File: config.mk
export PLATFORM = sky130hd
export DESIGN_NAME = commit_trace_emitter
export DESIGN_NICKNAME = d
export VERILOG_FILES = /design/src/rtl/trace_pkg.sv /design/src/rtl/trace_fifo.sv /design/src/rtl/commit_trace_emitter.sv
export SDC_FILE = /design/constraint.sdc
export NUM_CORES = 1
export LEC_CHECK = 0
export CAP_MARGIN = 20
export CELL_PAD_IN_SITES_DETAIL_PLACEMENT = 0
export CELL_PAD_IN_SITES_GLOBAL_PLACEMENT = 1
export CORE_ASPECT_RATIO = 0.9
export CORE_MARGIN = 1
export CORE_UTILIZATION = 53
export DETAILED_ROUTE_END_ITERATION = 8
export GPL_TIMING_DRIVEN = 0
export PLACE_DENSITY_LB_ADDON = 0.1
export RECOVER_POWER = 25
export SLEW_MARGIN = 10
export SYNTH_ARGS = -nofsm -noshare
export SYNTH_HDL_FRONTEND = slang
export SYNTH_SLANG_ARGS = --single-unit
File: constraint.sdc
create_clock -name clk -period 20.7 [get_ports clk]
set_input_delay 5.175 -clock clk [delete_from_list [all_inputs] [get_ports clk]]
set_output_delay 5.175 -clock clk [all_outputs]
set_load 0.005 [all_outputs]
File: src/rtl/trace_pkg.sv
// Shared record type and default sizing for the commit trace emitter.
package trace_pkg;

  localparam int unsigned PC_W            = 32;
  localparam int unsigned INST_W          = 32;
  localparam int unsigned IDX_W           = 16;
  localparam int unsigned DEF_FIFO_DEPTH  = 8;
  localparam int unsigned DEF_HIST_DEPTH  = 5;
  localparam int unsigned DEF_MAX_RECORDS = 5000;

  typedef struct packed {
    logic [PC_W-1:0]   pc;
    logic [INST_W-1:0] inst;
    logic [IDX_W-1:0]  index;
  } trace_rec_t;

endpackage

File: src/rtl/trace_fifo.sv
// Synchronous record FIFO with a registered head, registered valid and occupancy.
// Pushes into a full FIFO are dropped unless a pop happens on the same edge.
module trace_fifo
  import trace_pkg::*;
#(
  parameter int unsigned DEPTH = DEF_FIFO_DEPTH,
  localparam int unsigned LVL_W = $clog2(DEPTH + 1)
) (
  input  logic             clk,
  input  logic             reset,
  input  logic             push,
  input  trace_rec_t       wdata,
  input  logic             ready,
  output logic             valid,
  output trace_rec_t       head,
  output logic [LVL_W-1:0] level,
  output logic             drop_c
);

  localparam int unsigned PTR_W = $clog2(DEPTH);

  trace_rec_t       mem [DEPTH];
  logic [PTR_W-1:0] rd_ptr;
  logic [PTR_W-1:0] wr_ptr;
  logic [PTR_W-1:0] rd_ptr_nxt;
  logic [LVL_W-1:0] remain;
  logic [LVL_W-1:0] level_nxt;
  logic             pop;
  logic             push_ok;

  always_comb begin
    pop        = valid & ready;
    push_ok    = push & ((level != LVL_W'(DEPTH)) | pop);
    drop_c     = push & ~push_ok;
    remain     = level - LVL_W'(pop);
    level_nxt  = remain + LVL_W'(push_ok);
    rd_ptr_nxt = rd_ptr + PTR_W'(pop);
  end

  // Head register: a push into an (effectively) empty FIFO bypasses straight to it.
  always_ff @(posedge clk) begin
    if (!reset) begin
      rd_ptr <= '0;
      wr_ptr <= '0;
      level  <= '0;
      valid  <= 1'b0;
      head   <= '0;
    end else begin
      rd_ptr <= rd_ptr_nxt;
      if (push_ok) begin
        wr_ptr <= wr_ptr + PTR_W'(1);
      end
      level <= level_nxt;
      valid <= (level_nxt != '0);
      if (push_ok && (remain == '0)) begin
        head <= wdata;
      end else if (pop && (remain != '0)) begin
        head <= mem[rd_ptr_nxt];
      end
    end
  end

  always_ff @(posedge clk) begin
    if (push_ok) begin
      mem[wr_ptr] <= wdata;
    end
  end

endmodule

File: src/rtl/commit_trace_emitter.sv
// Turns a stream of fetch PCs into indexed commit trace records via a PC-change history.
// Optional TRACE_DROP_CNT_EN adds a saturating drop_cnt output.
module commit_trace_emitter
  import trace_pkg::*;
#(
  parameter int unsigned FIFO_DEPTH  = DEF_FIFO_DEPTH,
  parameter int unsigned HIST_DEPTH  = DEF_HIST_DEPTH,
  parameter int unsigned MAX_RECORDS = DEF_MAX_RECORDS
) (
  input  logic              clk,
  input  logic              reset,
  input  logic [PC_W-1:0]   pc,
  input  logic [INST_W-1:0] inst,
  output logic              rec_valid,
  input  logic              rec_ready,
  output logic [PC_W-1:0]   rec_pc,
  output logic [INST_W-1:0] rec_inst,
  output logic [IDX_W-1:0]  rec_index,
  output logic              cpu_stall,
  output logic              done
`ifdef TRACE_DROP_CNT_EN
  ,
  output logic [IDX_W-1:0]  drop_cnt
`endif
);

  localparam int unsigned LVL_W = $clog2(FIFO_DEPTH + 1);

  logic [PC_W-1:0]   hist_pc   [HIST_DEPTH];
  logic [INST_W-1:0] hist_inst [HIST_DEPTH];
  logic [IDX_W-1:0]  count;
  logic [IDX_W-1:0]  count_inc;
  logic [IDX_W-1:0]  idx_q;
  logic              push_q;
  logic              shift;
  logic              req;
  logic              pop;
  logic              drop;
  logic [LVL_W-1:0]  level;
  logic [LVL_W-1:0]  level_nxt;
  trace_rec_t        wdata;
  trace_rec_t        head;

  always_comb begin
    shift     = (pc != hist_pc[0]);
    req       = shift && (hist_pc[HIST_DEPTH-2] != '0) && !done;
    count_inc = count + IDX_W'(1);
    pop       = rec_valid & rec_ready;
    level_nxt = level - LVL_W'(pop) + LVL_W'(push_q & ~drop);
    wdata     = '{pc: hist_pc[HIST_DEPTH-1], inst: hist_inst[HIST_DEPTH-1], index: idx_q};
  end

  // The record enters the FIFO one edge after the shift that brought it to the oldest slot.
  always_ff @(posedge clk) begin
    if (!reset) begin
      for (int i = 0; i < HIST_DEPTH; i++) begin
        hist_pc[i]   <= '0;
        hist_inst[i] <= '0;
      end
      count     <= '0;
      idx_q     <= '0;
      push_q    <= 1'b0;
      done      <= 1'b0;
      cpu_stall <= 1'b0;
    end else begin
      if (shift) begin
        hist_pc[0]   <= pc;
        hist_inst[0] <= inst;
        for (int i = 1; i < HIST_DEPTH; i++) begin
          hist_pc[i]   <= hist_pc[i-1];
          hist_inst[i] <= hist_inst[i-1];
        end
      end
      push_q <= req;
      if (req) begin
        idx_q <= count;
        count <= count_inc;
        if (count_inc == IDX_W'(MAX_RECORDS)) begin
          done <= 1'b1;
        end
      end
      cpu_stall <= (level_nxt >= LVL_W'(FIFO_DEPTH - 1));
    end
  end

  trace_fifo #(
    .DEPTH (FIFO_DEPTH)
  ) u_fifo (
    .clk    (clk),
    .reset  (reset),
    .push   (push_q),
    .wdata  (wdata),
    .ready  (rec_ready),
    .valid  (rec_valid),
    .head   (head),
    .level  (level),
    .drop_c (drop)
  );

  assign rec_pc    = head.pc;
  assign rec_inst  = head.inst;
  assign rec_index = head.index;

`ifdef TRACE_DROP_CNT_EN
  always_ff @(posedge clk) begin
    if (!reset) begin
      drop_cnt <= '0;
    end else if (drop && (drop_cnt != '1)) begin
      drop_cnt <= drop_cnt + IDX_W'(1);
    end
  end
`endif

endmodule

Word-level counts from Yosys, hierarchy flattened
Memories as Yosys holds them, arrays and structs flattened. Index checks and enable logic that the tools add are counted.

Memory bits (writable): 960. Bits in read-only memories: 0. Word-level logic and storage cells: 71. Memories kept: 3. Register bits after elaboration: 126. Latch bits: 0. Input bits: 67. Output and inout bits: 83.

Memory list: u_fifo.mem (words 8, width 80, rd ports 1, clocked after memory_dff 0, write ports 1, line trace_fifo.sv:22) `trace_rec_t mem [DEPTH];`; hist_inst (words 5, width 32, rd ports 5, clocked after memory_dff 0, write ports 5, line commit_trace_emitter.sv:30) `logic [INST_W-1:0] hist_inst [HIST_DEPTH];`; hist_pc (words 5, width 32, rd ports 5, clocked after memory_dff 0, write ports 5, line commit_trace_emitter.sv:29) `logic [PC_W-1:0] hist_pc [HIST_DEPTH];`.

Reductions and logical operators: 11. Shift-type cells: 0. Muxes and demuxes: 18. $lt $le $gt $ge: 1. $mul: 0. Bitwise operators: 17. Equality and inequality tests: 3. Div/mod/pow operators: 0. Add/subtract/negate cells: 6.

Operator list (number): 32-bit 2-to-1 mux (10); 80-bit 2-to-1 mux (2); 32-bit != test (1); 32-bit nonzero test (1); 16-bit by 1-bit adder with 16-bit output, second input constant (1); 16-bit by 13-bit equality test with 1-bit output, second input constant (1); 1-bit OR (11); 4-bit nonzero test (2); 1-bit 2-to-1 mux (6); 4-bit by 1-bit adder with 4-bit output (1); 4-bit adder (1); 1-bit by 4-bit bitwise AND with 4-bit output (1); 4-bit by 3-bit >= comparator with 1-bit output, second input constant (1); 1-bit logical AND (4); 4-bit logical NOT (1); 4-bit != test, second input constant (1); 1-bit inverter with 4-bit output (1); 4-bit by 1-bit subtractor with 4-bit output (1); 3-bit by 1-bit adder with 3-bit output (1); 3-bit by 1-bit adder with 3-bit output, second input constant (1); 1-bit bitwise AND (3); 2-bit AND reduction (1); 2-bit nonzero test (1); 1-bit logical NOT (1); 1-bit inverter (1).

Depth between registers and ports, before layout
Depth after elaboration: 9. Mapped depth: 10. Depth with buffers taken out: 8.

Modules after synthesis
From an unflattened synthesis, not the netlist that was laid out.

Cells, all modules: 2623. Area, all modules: 42160.4 µm².

Modules (own cells, without submodules): trace_fifo (area each 28023.1 µm², cells an instance 1650, times used 1); commit_trace_emitter (area each 14137.3 µm², cells an instance 973, times used 1).

Worst setup path after synthesis
OpenSTA, ideal clock, no wires.

Path kind: input to register. From: input pc[13]. To: memory hist_inst[0][0], enable pin. Data arrival time: 13.312 ns. Stages on the path: 5. Path slack: 4.207 ns. Buffers on the path: 1. Required time: 17.519 ns. Cells stage by stage: xnor2_1 nand4_1 nor4_4 clkbuf_1 nand3_1.

RTL lines: from (decl) (line commit_trace_emitter.sv:12) `input logic [PC_W-1:0] pc,`; to (decl) (line commit_trace_emitter.sv:30).

Worst setup path in the final report
From: input rec_ready. To: register, netlist name u_fifo.head[7].

Longest elaborated chain between the ends: 5. Elaborated cells on any way between the ends: 13. Classes of those cells: 2 x add/sub; 2 x mux; 3 x bitwise; 5 x reduce/logical; 1 x memory.

RTL lines: from (decl) (line commit_trace_emitter.sv:15) `input logic rec_ready,`; 1-bit bitwise AND (line trace_fifo.sv:32) `pop = valid & ready;`; 3-bit by 1-bit adder with 3-bit output (line trace_fifo.sv:37) `rd_ptr_nxt = rd_ptr + PTR_W'(pop);`; net u_fifo.rd_ptr_nxt[0] (line trace_fifo.sv:25) `logic [PTR_W-1:0] rd_ptr_nxt;`; memory 8 x 80 bit; 80-bit 2-to-1 mux (line trace_fifo.sv:57) `end else if (pop && (remain != '0)) begin`; 80-bit 2-to-1 mux (line trace_fifo.sv:55) `if (push_ok && (remain == '0)) begin`.

The timed path passes the listed nets, and every way through them passes these cells. The select of a mux whose other input is x is not followed. A chain may end at the register's enable or synchronous reset.

==> metrics <==
TNS Setup=0 ps; syn_area_per_cell=18.6 um2; vias per inst=5.69; worst vdd ir=0.0669 mV; Yosys Warn Count=0; RePlAce Congestion=0.815; layout cells sized above 1=20.6%; Hold Vio Cnt, Final=0; IO buf count=approximately 150; initial antenna violation count=3; fin crit period=8290 ps; depth of the most critical reg-to-reg path=9; Max Cap Viol=0; CP arrival=8800 ps; hold buffer count at cts=0; worst-margin pin slew=between 1000 and 1500 ps; crit start category=primary input; Slew headroom=between 20 and 30%; Vias=between 20000 and 25000; Cell Area, Synth=0.0418 mm2; Hold Path Class=reg2reg; RR Startpoint=u_fifo.valid; CP Capture Type=register; Reg clk slew, reported paths=60 ps; predominant post-synthesis flop cell=edfxtp_1; fin nets=2668; First-pass DRT Iterations=7; setup slack, reg-to-reg=17060 ps; R2R Path End=u_fifo.head[7]; DR WL/cell=24.4 um; Sw Pwr=0.00134 W; Root Driver=clkbuf_16; die width=between 200 and 300 um; Initial Util=53.7%; Syn Nets=around 2300; CP startpoint=rec_ready; Hold Crit Endpoint=hist_pc[0][84]; clock latency on the worst-skew pair=650 ps; total grt overflow=0; area of the multi-input gates=0.00990 mm2; CP max FO=10; largest net degree at the start of global routing=57; Max Slew Vio Count=0; FF+latch area=0.0314 mm2; P_int=approximately 0.0042 W; Cell Pwr Density=112 mW/mm2; RSZ-0062 raised after global routing=false; global-route wire length before repair=136000 um; H-tree depth=3; vias in the first global route=21600; P_leak=17.1 nW; Clock Sinks=1086; postcts setup bufs=0; Met3 Wirelength=about 5100 um; number of flops mapped to enable cells by yosys=960; Net Sw Frac=between 20% and 30%; area growth from synthesis to layout=17.7%; DRT antenna net count=0; uppermost layer routed=met4; CTS tree=yes; sequential power share=between 40% and 50%; ys async rst share=0%; Resize count post-CTS=0; Tot GR Track Use=between 20% and 30%; final WL=91100 um; Cells after Synth=~2300; critical setup path kind=in2reg; Req. time, crit path=21200 ps; CTS buffer count=107; Yosys reg bits=roughly 1100; FILL cells=between 5000 and 6000; Clock Skew=23.7 ps; register area share after synthesis=74.9%; Final HPWL DP=61100 um; fmax=0.121 GHz; status=finished, final reports clean; post-synth cell types=45; met2 wire length=44900 um; Clock power frac=35.5%; fin util=63.2%; M1 WL=a little under 40000 um; fin cells=approximately 3700; design area=0.0493 mm2; Hold Crit Start=hist_pc[0][52]; die height=269 um; Power Total=0.00550 W; Area after DPL=0.0457 mm2; Hold Path Stages=1; Finish-stage setup viols=0; initial DRC count=1972; Core Region=0.0779 mm2; # placed instances=3522; Final Cycle Share=40.1%; Residual DRC=0; Top Ports=150; standard-cell rows=97; clk buf depth=3; combinational share of power=18.3%; die area=0.0801 mm2
==> placed cells by master (no fill, tap or decap), types with 3 or more instances in the layout <==
master	instances
nor3_2	4
o21ai_0	4
nand4_1	15
buf_12	13
mux4_2	160
or3_1	5
and2_1	336
o22ai_1	79
nand2b_1	16
nand2_1	110
nor2_1	3
buf_2	38
xnor2_1	37
nor2_4	3
a211oi_1	7
buf_8	7
xor2_1	6
clkbuf_1	100
clkinv_2	28
o2111ai_1	3
nor4_1	8
clkinv_1	11
clkdlybuf4s50_1	149
ha_1	9
a2111oi_0	5
clkinvlp_4	3
buf_4	39
nand3_1	4
edfxtp_1	960
clkbuf_8	14
clkbuf_16	110
mux2_2	80
a21oi_1	4
inv_1	7
buf_16	6
dfxtp_1	126
buf_6	25
bufinv_16	11
mux2i_1	113
==> final cells by class <==
type,instances,area share [%]
sequential,1086,63.6
multi-input combinational,1033,20.1
clock buffer,146,6.15
timing repair buffer,232,5.00
tap,1039,2.64
buffer,125,1.26
clock inverter,55,1.14
inverter,7,0.0533
antenna,2,0.0102
==> per-layer routing <==
| layer | track usage (%) | vias to the layer above |
|---|---|---|
| met4 | 5.27 | 0 |
| met3 | 3.45 | 114 |
| li1 | - | 9434 |
| met5 | 0 | - |
| met1 | 32.9 | 11000 |
| met2 | 37.8 | 615 |
==> how the worst max path moves through the flow <==
stage                             end  slack (ps)  depth (start not counted)
global placement    u_fifo.mem[0][66]       -2860                          4
global route           u_fifo.head[7]       12300                         10
floorplan             hist_inst[0][0]        4210                          5
finish                 u_fifo.head[7]       12410                         10
detailed placement     u_fifo.head[7]       11740                         10
CTS                    u_fifo.head[7]       12410                         10
==> kinds of logic (layout without fill, tap and decap cells) <==
kind of cell             Yosys count  in the layout  share of synthesized area [%]
other                              0              2                              0
AO/OA/AOI/OAI                    112            112                           1.77
AND/OR/NAND/NOR                  515            515                           7.07
flip-flops                      1086           1086                           74.9
adder cells (fa/ha/maj)            9              9                          0.269
XOR/XNOR                          44             44                          0.921
buffers and inverters            132            565                           1.55
multiplexers                     353            353                           13.5
==> synth_stat cells (all sizes together) (6+ instances only) <==
cell type | instances | area share, %
nor2 | 6 | 0.054
mux4 | 160 | 8.6
nand2 | 111 | 1.0
and2 | 336 | 5.0
o22ai | 79 | 1.2
nand2b | 16 | 0.24
buf | 47 | 0.79
a211oi | 7 | 0.13
mux2i | 113 | 2.7
dfxtp | 126 | 6.0
nand4 | 15 | 0.22
xor2 | 7 | 0.15
xnor2 | 37 | 0.77
clkbuf | 78 | 0.70
mux2 | 80 | 2.2
nor4 | 11 | 0.24
edfxtp | 960 | 69
ha | 9 | 0.27
inv | 7 | 0.063
==> worst max-delay path, stage by stage <==
cell and delay, ps:
clkdlybuf4s50_1 460, and2_1 250, ha_1 310, clkbuf_1 490
buf_2 460, buf_2 500, mux4_2 570, mux2_2 280
mux2i_1 160, o22ai_1 110
==> stage by stage <==
stage / hold slack, ps / setup slack (ps)
floorplan: 461 / 4210
global placement: 502 / -2860
detailed placement: 501 / 11740
CTS: 514 / 12410
global route: 526 / 12300
finish: 506 / 12410
==> state kept, by name, summed over array words and instances (netlist names) <==
signal	cells
u_fifo.valid	1
hist_pc	160
idx_q	16
u_fifo.rd_ptr	3
done	1
u_fifo.level	4
count	16
u_fifo.wr_ptr	3
u_fifo.mem	640
hist_inst	160
u_fifo.head	80
push_q	1
cpu_stall	1
==> power groups by stage <==
stage,Clock (W),Sequential [W],Combinational [W]
detailed placement,0,0.00259,0.00102
global route,0.00207,0.00255,0.00108
global placement,0,0.00261,0.000987
finish,0.00195,0.00254,0.00101
floorplan,0,0.00257,0.000682
CTS,0.00199,0.00254,0.00102
Note: power is estimated with default switching activity, not from simulation.
